## config.mk

```make
export PLATFORM = sky130hd
export DESIGN_NAME = fp_intermediate_wb_collector_flat
export DESIGN_NICKNAME = d
export VERILOG_FILES = /design/src/rtl/fp_intermediate_wb_collector_pkg.sv /design/src/rtl/fp_intermediate_wb_collector_if.sv /design/src/rtl/fp_intermediate_wb_collector_arbiter.sv /design/src/rtl/fp_intermediate_wb_collector.sv /design/src/flat_wrapper.sv
export SDC_FILE = /design/constraint.sdc
export NUM_CORES = 1
export LEC_CHECK = 0
export ABC_AREA = 1
export CAP_MARGIN = 20
export CORE_MARGIN = 2
export CORE_UTILIZATION = 39
export DETAILED_ROUTE_END_ITERATION = 10
export PLACE_DENSITY = 0.88
export RECOVER_POWER = 100
export SETUP_SLACK_MARGIN = 0.02
export SYNTH_ARGS = -nofsm -noshare
export SYNTH_HDL_FRONTEND = slang
export SYNTH_HIERARCHICAL = 1
export SYNTH_SLANG_ARGS = --single-unit
export TNS_END_PERCENT = 5
```

## constraint.sdc

```tcl
create_clock -name clk -period 3.8 [get_ports clk]
set_clock_uncertainty 0.15 [all_clocks]
set_input_delay 0.38 -clock clk [delete_from_list [all_inputs] [get_ports clk]]
set_output_delay 0.38 -clock clk [all_outputs]
set_load 0.01 [all_outputs]
```

## src/rtl/fp_intermediate_wb_collector_pkg.sv

```systemverilog
// Shared types for the FP intermediate writeback path: the unrounded result
// record handed from arithmetic units to the normalise/round stage.
package fp_intermediate_wb_collector_pkg;

    localparam int GRS_WIDTH   = 3;
    localparam int EXPO_WIDTH  = 11;
    localparam int FRAC_WIDTH  = 52;
    localparam int ID_WIDTH    = 5;
    localparam int RD_WIDTH    = 5;
    localparam int CLZ_WIDTH   = $clog2(FRAC_WIDTH + 1);
    localparam int SHAMT_WIDTH = $clog2(FRAC_WIDTH + EXPO_WIDTH + 1);

    typedef struct packed {
        logic [ID_WIDTH-1:0]    id;
        logic [RD_WIDTH-1:0]    rd;
        logic                   expo_overflow;
        logic [4:0]             fflags;
        logic [2:0]             rm;
        logic                   carry;
        logic                   safe;
        logic                   hidden;
        logic [GRS_WIDTH-1:0]   grs;
        logic [CLZ_WIDTH-1:0]   clz;
        logic                   right_shift;
        logic [SHAMT_WIDTH-1:0] right_shift_amt;
        logic                   subnormal;
        logic                   ignore_max_expo;
        logic                   d2s;
    } fp_intermediate_t;

endpackage

```

## src/rtl/fp_intermediate_wb_collector_if.sv

```systemverilog
// Producer done/ack/data bundle plus the valid/ready head toward normalise/round.
interface fp_intermediate_wb_collector_if #(
    parameter int NUM_UNITS = 4
);
    import fp_intermediate_wb_collector_pkg::*;

    logic [NUM_UNITS-1:0] unit_done;
    fp_intermediate_t     unit_data [NUM_UNITS];
    logic [NUM_UNITS-1:0] unit_ack;
    logic                 out_valid;
    fp_intermediate_t     out_data;
    logic                 out_ready;
    logic [1:0]           occupancy;

    modport master (
        output unit_done, unit_data, out_ready,
        input  unit_ack, out_valid, out_data, occupancy
    );

    modport slave (
        input  unit_done, unit_data, out_ready,
        output unit_ack, out_valid, out_data, occupancy
    );

endinterface

```

## src/rtl/fp_intermediate_wb_collector_arbiter.sv

```systemverilog
// Combinational round-robin picker: first requester at or above ptr_i, wrapping.
// grant_o is suppressed when en_i is low; grant_idx_o is still reported.
module fp_wb_rr_arbiter #(
    parameter int NUM_UNITS = 4,
    parameter int IDX_W     = 2
) (
    input  logic [NUM_UNITS-1:0] req_i,
    input  logic [IDX_W-1:0]     ptr_i,
    input  logic                 en_i,
    output logic [NUM_UNITS-1:0] grant_o,
    output logic [IDX_W-1:0]     grant_idx_o
);

    always_comb begin : pick
        logic             found;
        int               j;
        logic [IDX_W-1:0] jj;
        grant_o     = '0;
        grant_idx_o = '0;
        found       = 1'b0;
        j           = 0;
        jj          = '0;
        for (int k = 0; k < NUM_UNITS; k++) begin
            j = int'(ptr_i) + k;
            if (j >= NUM_UNITS) j = j - NUM_UNITS;
            jj = IDX_W'(j);
            if (!found && req_i[jj]) begin
                found       = 1'b1;
                grant_idx_o = jj;
                grant_o[jj] = en_i;
            end
        end
    end

endmodule

```

## src/rtl/fp_intermediate_wb_collector.sv

```systemverilog
// Round-robin collector of intermediate FP results into a 2-entry register buffer.
// Acceptance depends only on registered occupancy, so out_ready never reaches unit_ack.
module fp_intermediate_wb_collector
    import fp_intermediate_wb_collector_pkg::*;
#(
    parameter int NUM_UNITS = 4,
    parameter int DEPTH     = 2
) (
    input  logic                          clk,
    input  logic                          rst,
    fp_intermediate_wb_collector_if.slave wb
);

    localparam int IDX_W = (NUM_UNITS > 1) ? $clog2(NUM_UNITS) : 1;

    fp_intermediate_t     mem_q [2];
    logic                 head_q, tail_q;
    logic [1:0]           count_q, count_d;
    logic [IDX_W-1:0]     ptr_q, ptr_d;
    logic [NUM_UNITS-1:0] grant;
    logic [IDX_W-1:0]     grant_idx;
    logic                 can_accept, push, pop;
    fp_intermediate_t     push_data;

    assign can_accept = (count_q < 2'(DEPTH)) && !rst;

    fp_wb_rr_arbiter #(
        .NUM_UNITS(NUM_UNITS),
        .IDX_W    (IDX_W)
    ) u_arb (
        .req_i      (wb.unit_done),
        .ptr_i      (ptr_q),
        .en_i       (can_accept),
        .grant_o    (grant),
        .grant_idx_o(grant_idx)
    );

    assign wb.unit_ack = grant;
    assign push        = |grant;
    assign pop         = (count_q != 2'd0) && wb.out_ready;

    // One-hot grant selects the payload with an AND-OR mux.
    always_comb begin
        push_data = '0;
        for (int i = 0; i < NUM_UNITS; i++) begin
            if (grant[i]) push_data = push_data | wb.unit_data[i];
        end
    end

    always_comb begin
        ptr_d = ptr_q;
        if (push) ptr_d = (grant_idx == IDX_W'(NUM_UNITS - 1)) ? '0 : grant_idx + 1'b1;
        count_d = count_q;
        case ({push, pop})
            2'b10:   count_d = count_q + 2'd1;
            2'b01:   count_d = count_q - 2'd1;
            default: count_d = count_q;
        endcase
    end

    always_ff @(posedge clk) begin
        if (rst) begin
            mem_q[0] <= '0;
            mem_q[1] <= '0;
            head_q   <= 1'b0;
            tail_q   <= 1'b0;
            count_q  <= 2'd0;
            ptr_q    <= '0;
        end else begin
            if (push) begin
                mem_q[tail_q] <= push_data;
                tail_q        <= ~tail_q;
            end
            if (pop) head_q <= ~head_q;
            count_q <= count_d;
            ptr_q   <= ptr_d;
        end
    end

    assign wb.out_valid = (count_q != 2'd0);
    assign wb.out_data  = mem_q[head_q];
    assign wb.occupancy = count_q;

    a_ack_onehot: assert property (@(posedge clk) disable iff (rst) $onehot0(wb.unit_ack));
    a_ack_done:   assert property (@(posedge clk) disable iff (rst) (wb.unit_ack & ~wb.unit_done) == '0);
    a_occ_max:    assert property (@(posedge clk) disable iff (rst) count_q <= 2'd2);

endmodule

```

## src/flat_wrapper.sv

```systemverilog
// flat-port wrapper written by rule: the top's interface ports become plain ports
module fp_intermediate_wb_collector_flat import fp_intermediate_wb_collector_pkg::*;
#(
    parameter int NUM_UNITS = 4,
    parameter int DEPTH     = 2
)
  (clk, rst, wb_unit_done, wb_unit_data, wb_out_ready, wb_unit_ack, wb_out_valid, wb_out_data, wb_occupancy);
  fp_intermediate_wb_collector_if #(.NUM_UNITS(NUM_UNITS)) wb_i ();
  input  logic clk;
  input  logic rst;
  input wire logic [$bits(wb_i.unit_done)-1:0] wb_unit_done;
  input wire logic [$bits(wb_i.unit_data)-1:0] wb_unit_data;
  input wire logic [$bits(wb_i.out_ready)-1:0] wb_out_ready;
  output wire logic [$bits(wb_i.unit_ack)-1:0] wb_unit_ack;
  output wire logic [$bits(wb_i.out_valid)-1:0] wb_out_valid;
  output wire logic [$bits(wb_i.out_data)-1:0] wb_out_data;
  output wire logic [$bits(wb_i.occupancy)-1:0] wb_occupancy;
  assign wb_i.unit_done = wb_unit_done;
  assign wb_i.unit_data = {>>{wb_unit_data}};
  assign wb_i.out_ready = wb_out_ready;
  assign wb_unit_ack = wb_i.unit_ack;
  assign wb_out_valid = wb_i.out_valid;
  assign wb_out_data = wb_i.out_data;
  assign wb_occupancy = wb_i.occupancy;
  fp_intermediate_wb_collector #(.NUM_UNITS(NUM_UNITS), .DEPTH(DEPTH)) u_core (.clk(clk), .rst(rst), .wb(wb_i));
endmodule
```

==> summary.txt <==
Worst slew margin - 0.0835
r2r endpoint - u_core/mem_q[1][16]
CP max stage cell - clkdlybuf4s50_1
worst hold stages - 2
drt wl/cell - 14.7 um
number of global-route vias before repair - 4751
post-CTS setup buffer count - 0
r2r setup slk - 0.27 ns
Most Crowded Layer GR - met2
top cell type's share of synthesized area - 0.465
most numerous cell in the Yosys netlist - nand2_1
Post-Route Utilization - 0.591
Area growth syn-to-layout - 47.8%
Leak - 3.09 nW
Rows - 42
gr ovfl total - 0
first-pass detailed-route iteration total - 4
Worst Path Required - 3.27 ns
Reg2Reg Depth - 13
Total GRT Usage - 0.195
Total Power Consumption - 0.00473 W
Hold Fails Final Rpt - 0
HPWL Detailed - 10600 um
Hold Path Class - flop to flop
power density over the cells - 604 mW/mm^2
EDFF count, synth - 82
worst r2r src - u_core/ptr_q[1]
RSZ-0062 raised after global routing - no
crit path DAT - 3.01 ns
antenna viol nets, final - 0
crit-path max FO - 17
die extent in x - 121 um
final wirelength - 14300 um
Setup violations, final - 0
largest cells by area after synthesis - edfxtp_1, nand2_1, mux2_2, nand3_1, nor2_1
area leader, netlist - edfxtp_1
Startpoint Class - flop
1st-iter DRT viols - 221
DR vias/cell - 4.87
largest net degree at the start of global routing - 42
RePlAce Congestion - 0.851
Setup CP Type - flop to output pin
first-pass GRT wire length - 22500 um
met1 GRT Util - 0.225
Worst setup EP type - output pin
layout cells sized above 1 - 0.120
Gate Count Post-Synth - 586
Final min period - 3.54 ns
Final Cycle Share - 0.932
clk_lat worst skew - 0.33 ns
htree depth - 3
Root Buffer - clkbuf_16
maximum operating frequency - 0.282 GHz
met3 Track Usage GR - 0.0358
GRT met2 Usage - 0.359
die area - 0.0145 mm^2
VDD IR max - 0.000303 V
Die H - 121 um
Slew @ Worst Pin - 1.37 ns
I/O pin count - 219
Hold Crit Endpoint - u_core/head_q
leading cell types by count after synthesis - nand2_1, edfxtp_1, nor2_1
port bufs - 218
sequential area share after synthesis - 0.491
DRC violations left - 0
Synth Warn # - 6
status - complete, no violations
Ant. Diodes - 0
core area - 0.0132 mm^2
initial antenna violation count - 0
top_reg_cell synth - edfxtp_1
max_cap viols - 0
Cell Area, Synth - 0.00530 mm^2
Critical Path Max Stage Delay - 0.58 ns
CTS max path bufs - 2
via count - 4746
hold-fix buffers at CTS - 0
crit-path cells - bufinv_8 -> ha_1 -> inv_1 -> nand3_1 -> nand2_1 -> nor2_2 -> a21oi_1 -> nand3_2 -> buf_4 -> clkdlybuf4s50_1
Layout Nets - 970
asr flop ratio synth - 0
setup tns final - 0 ns
FF+latch count, synth - 89
starting density of the core - 0.400
Syn Area/Cell - 9.04 um^2
Num Clock Sinks - 89
Cell variety after synth - 27
syn_nets - 763
Finished Layout Cells - 974
placed cell count - 958
CTS tree - done
min-delay src - u_core/head_q
CTS Buf Count - 9
Max Slew Vio Count - 0
Clock transition at path regs - 0.06 ns
## placed cells by master, fill, tap and decap left out, types with 13 or more instances in the layout
cell and instances:
nand2_1 155, dlygate4sd3_1 34, clkdlybuf4s50_1 184, nor2_2 13, mux2_2 35, inv_1 21
edfxtp_1 82, nand3_1 62, nor2_1 86, a21oi_1 51
## metrics by stage
step / instance area [um^2] / hold WS [ns] / worst slack, ns
2_1_floorplan: 5300 / 0.317 / 0.174
3_3_place_gp: 7620 / 0.330 / 0.563
3_5_place_dp: 7620 / 0.338 / 0.418
4_1_cts: 7890 / 0.358 / 0.229
5_1_grt: 7830 / 0.413 / 0.0180
6_report: 7830 / 0.352 / 0.259
## sequential cells by signal (all words and copies together), names as in the netlist, named ones only
signal	flops
u_core/ptr_q	2
u_core/head_q	1
u_core/wb.occupancy	2
u_core/tail_q	1
u_core/mem_q	82
## power breakdown
part	leakage, nW	switching (W)	internal, W
Sequential	0.915	0.000111	0.00136
Clock	0.130	0.000345	0.000438
Combinational	2.04	0.00141	0.00107
## cell type report
cell class / count / area, um^2
repair buffers: 230 / 2280
flip-flops and latches: 89 / 2600
well taps: 176 / 220
clock inverters: 6 / 35.0
fillers: 1148 / 5410
multi-input cells: 437 / 2350
inverters: 26 / 116
clock buffers: 10 / 229
## worst max path at each step
stage	from	to	slack (ns)	cells past startpoint
3_3_place_gp	u_core/ptr_q[0]	u_core/mem_q[1][6]	0.56	13
4_1_cts	u_core/ptr_q[0]	wb_unit_ack[3]	0.23	10
2_1_floorplan	u_core/ptr_q[1]	u_core/mem_q[0][0]	0.17	14
6_report	u_core/ptr_q[1]	wb_unit_ack[3]	0.26	10
3_5_place_dp	u_core/ptr_q[0]	u_core/mem_q[0][9]	0.42	13
5_1_grt	u_core/ptr_q[1]	u_core/mem_q[0][18]	0.02	13
## cells by family after synthesis
kind of cell               Yosys count  share of synthesized area
AOI/OAI and AO/OA                   56                     0.0534
DFF                                 89                      0.491
adders and majority gates            6                     0.0142
muxes                               41                     0.0871
and+or+nand+nor                    334                      0.289
buffers and inverters               60                     0.0656
## worst max-delay path: cells and delay by family, from the launching register on
family	cells	cell delay [ns]
AO/OA/AOI/OAI	1	0.11
flip-flops	1	0.48
adder cells (fa/ha/maj)	1	0.33
buffers and inverters	4	1.21
AND/OR/NAND/NOR	4	0.54
## metal layers
metal / vias to the layer above / share of wire
met5: - / 0
met4: 0 / 0.014
met3: 17 / 0.059
met2: 149 / 0.52
met1: 2185 / 0.41
li1: 2395 / -
## what timing repair did
action                                  in CTS  in global routing
resized for setup                            0                  1
endpoints found under the hold margin        0                  0
endpoints found under the setup margin       0                  1
Note: power is estimated with default switching activity, not from simulation.
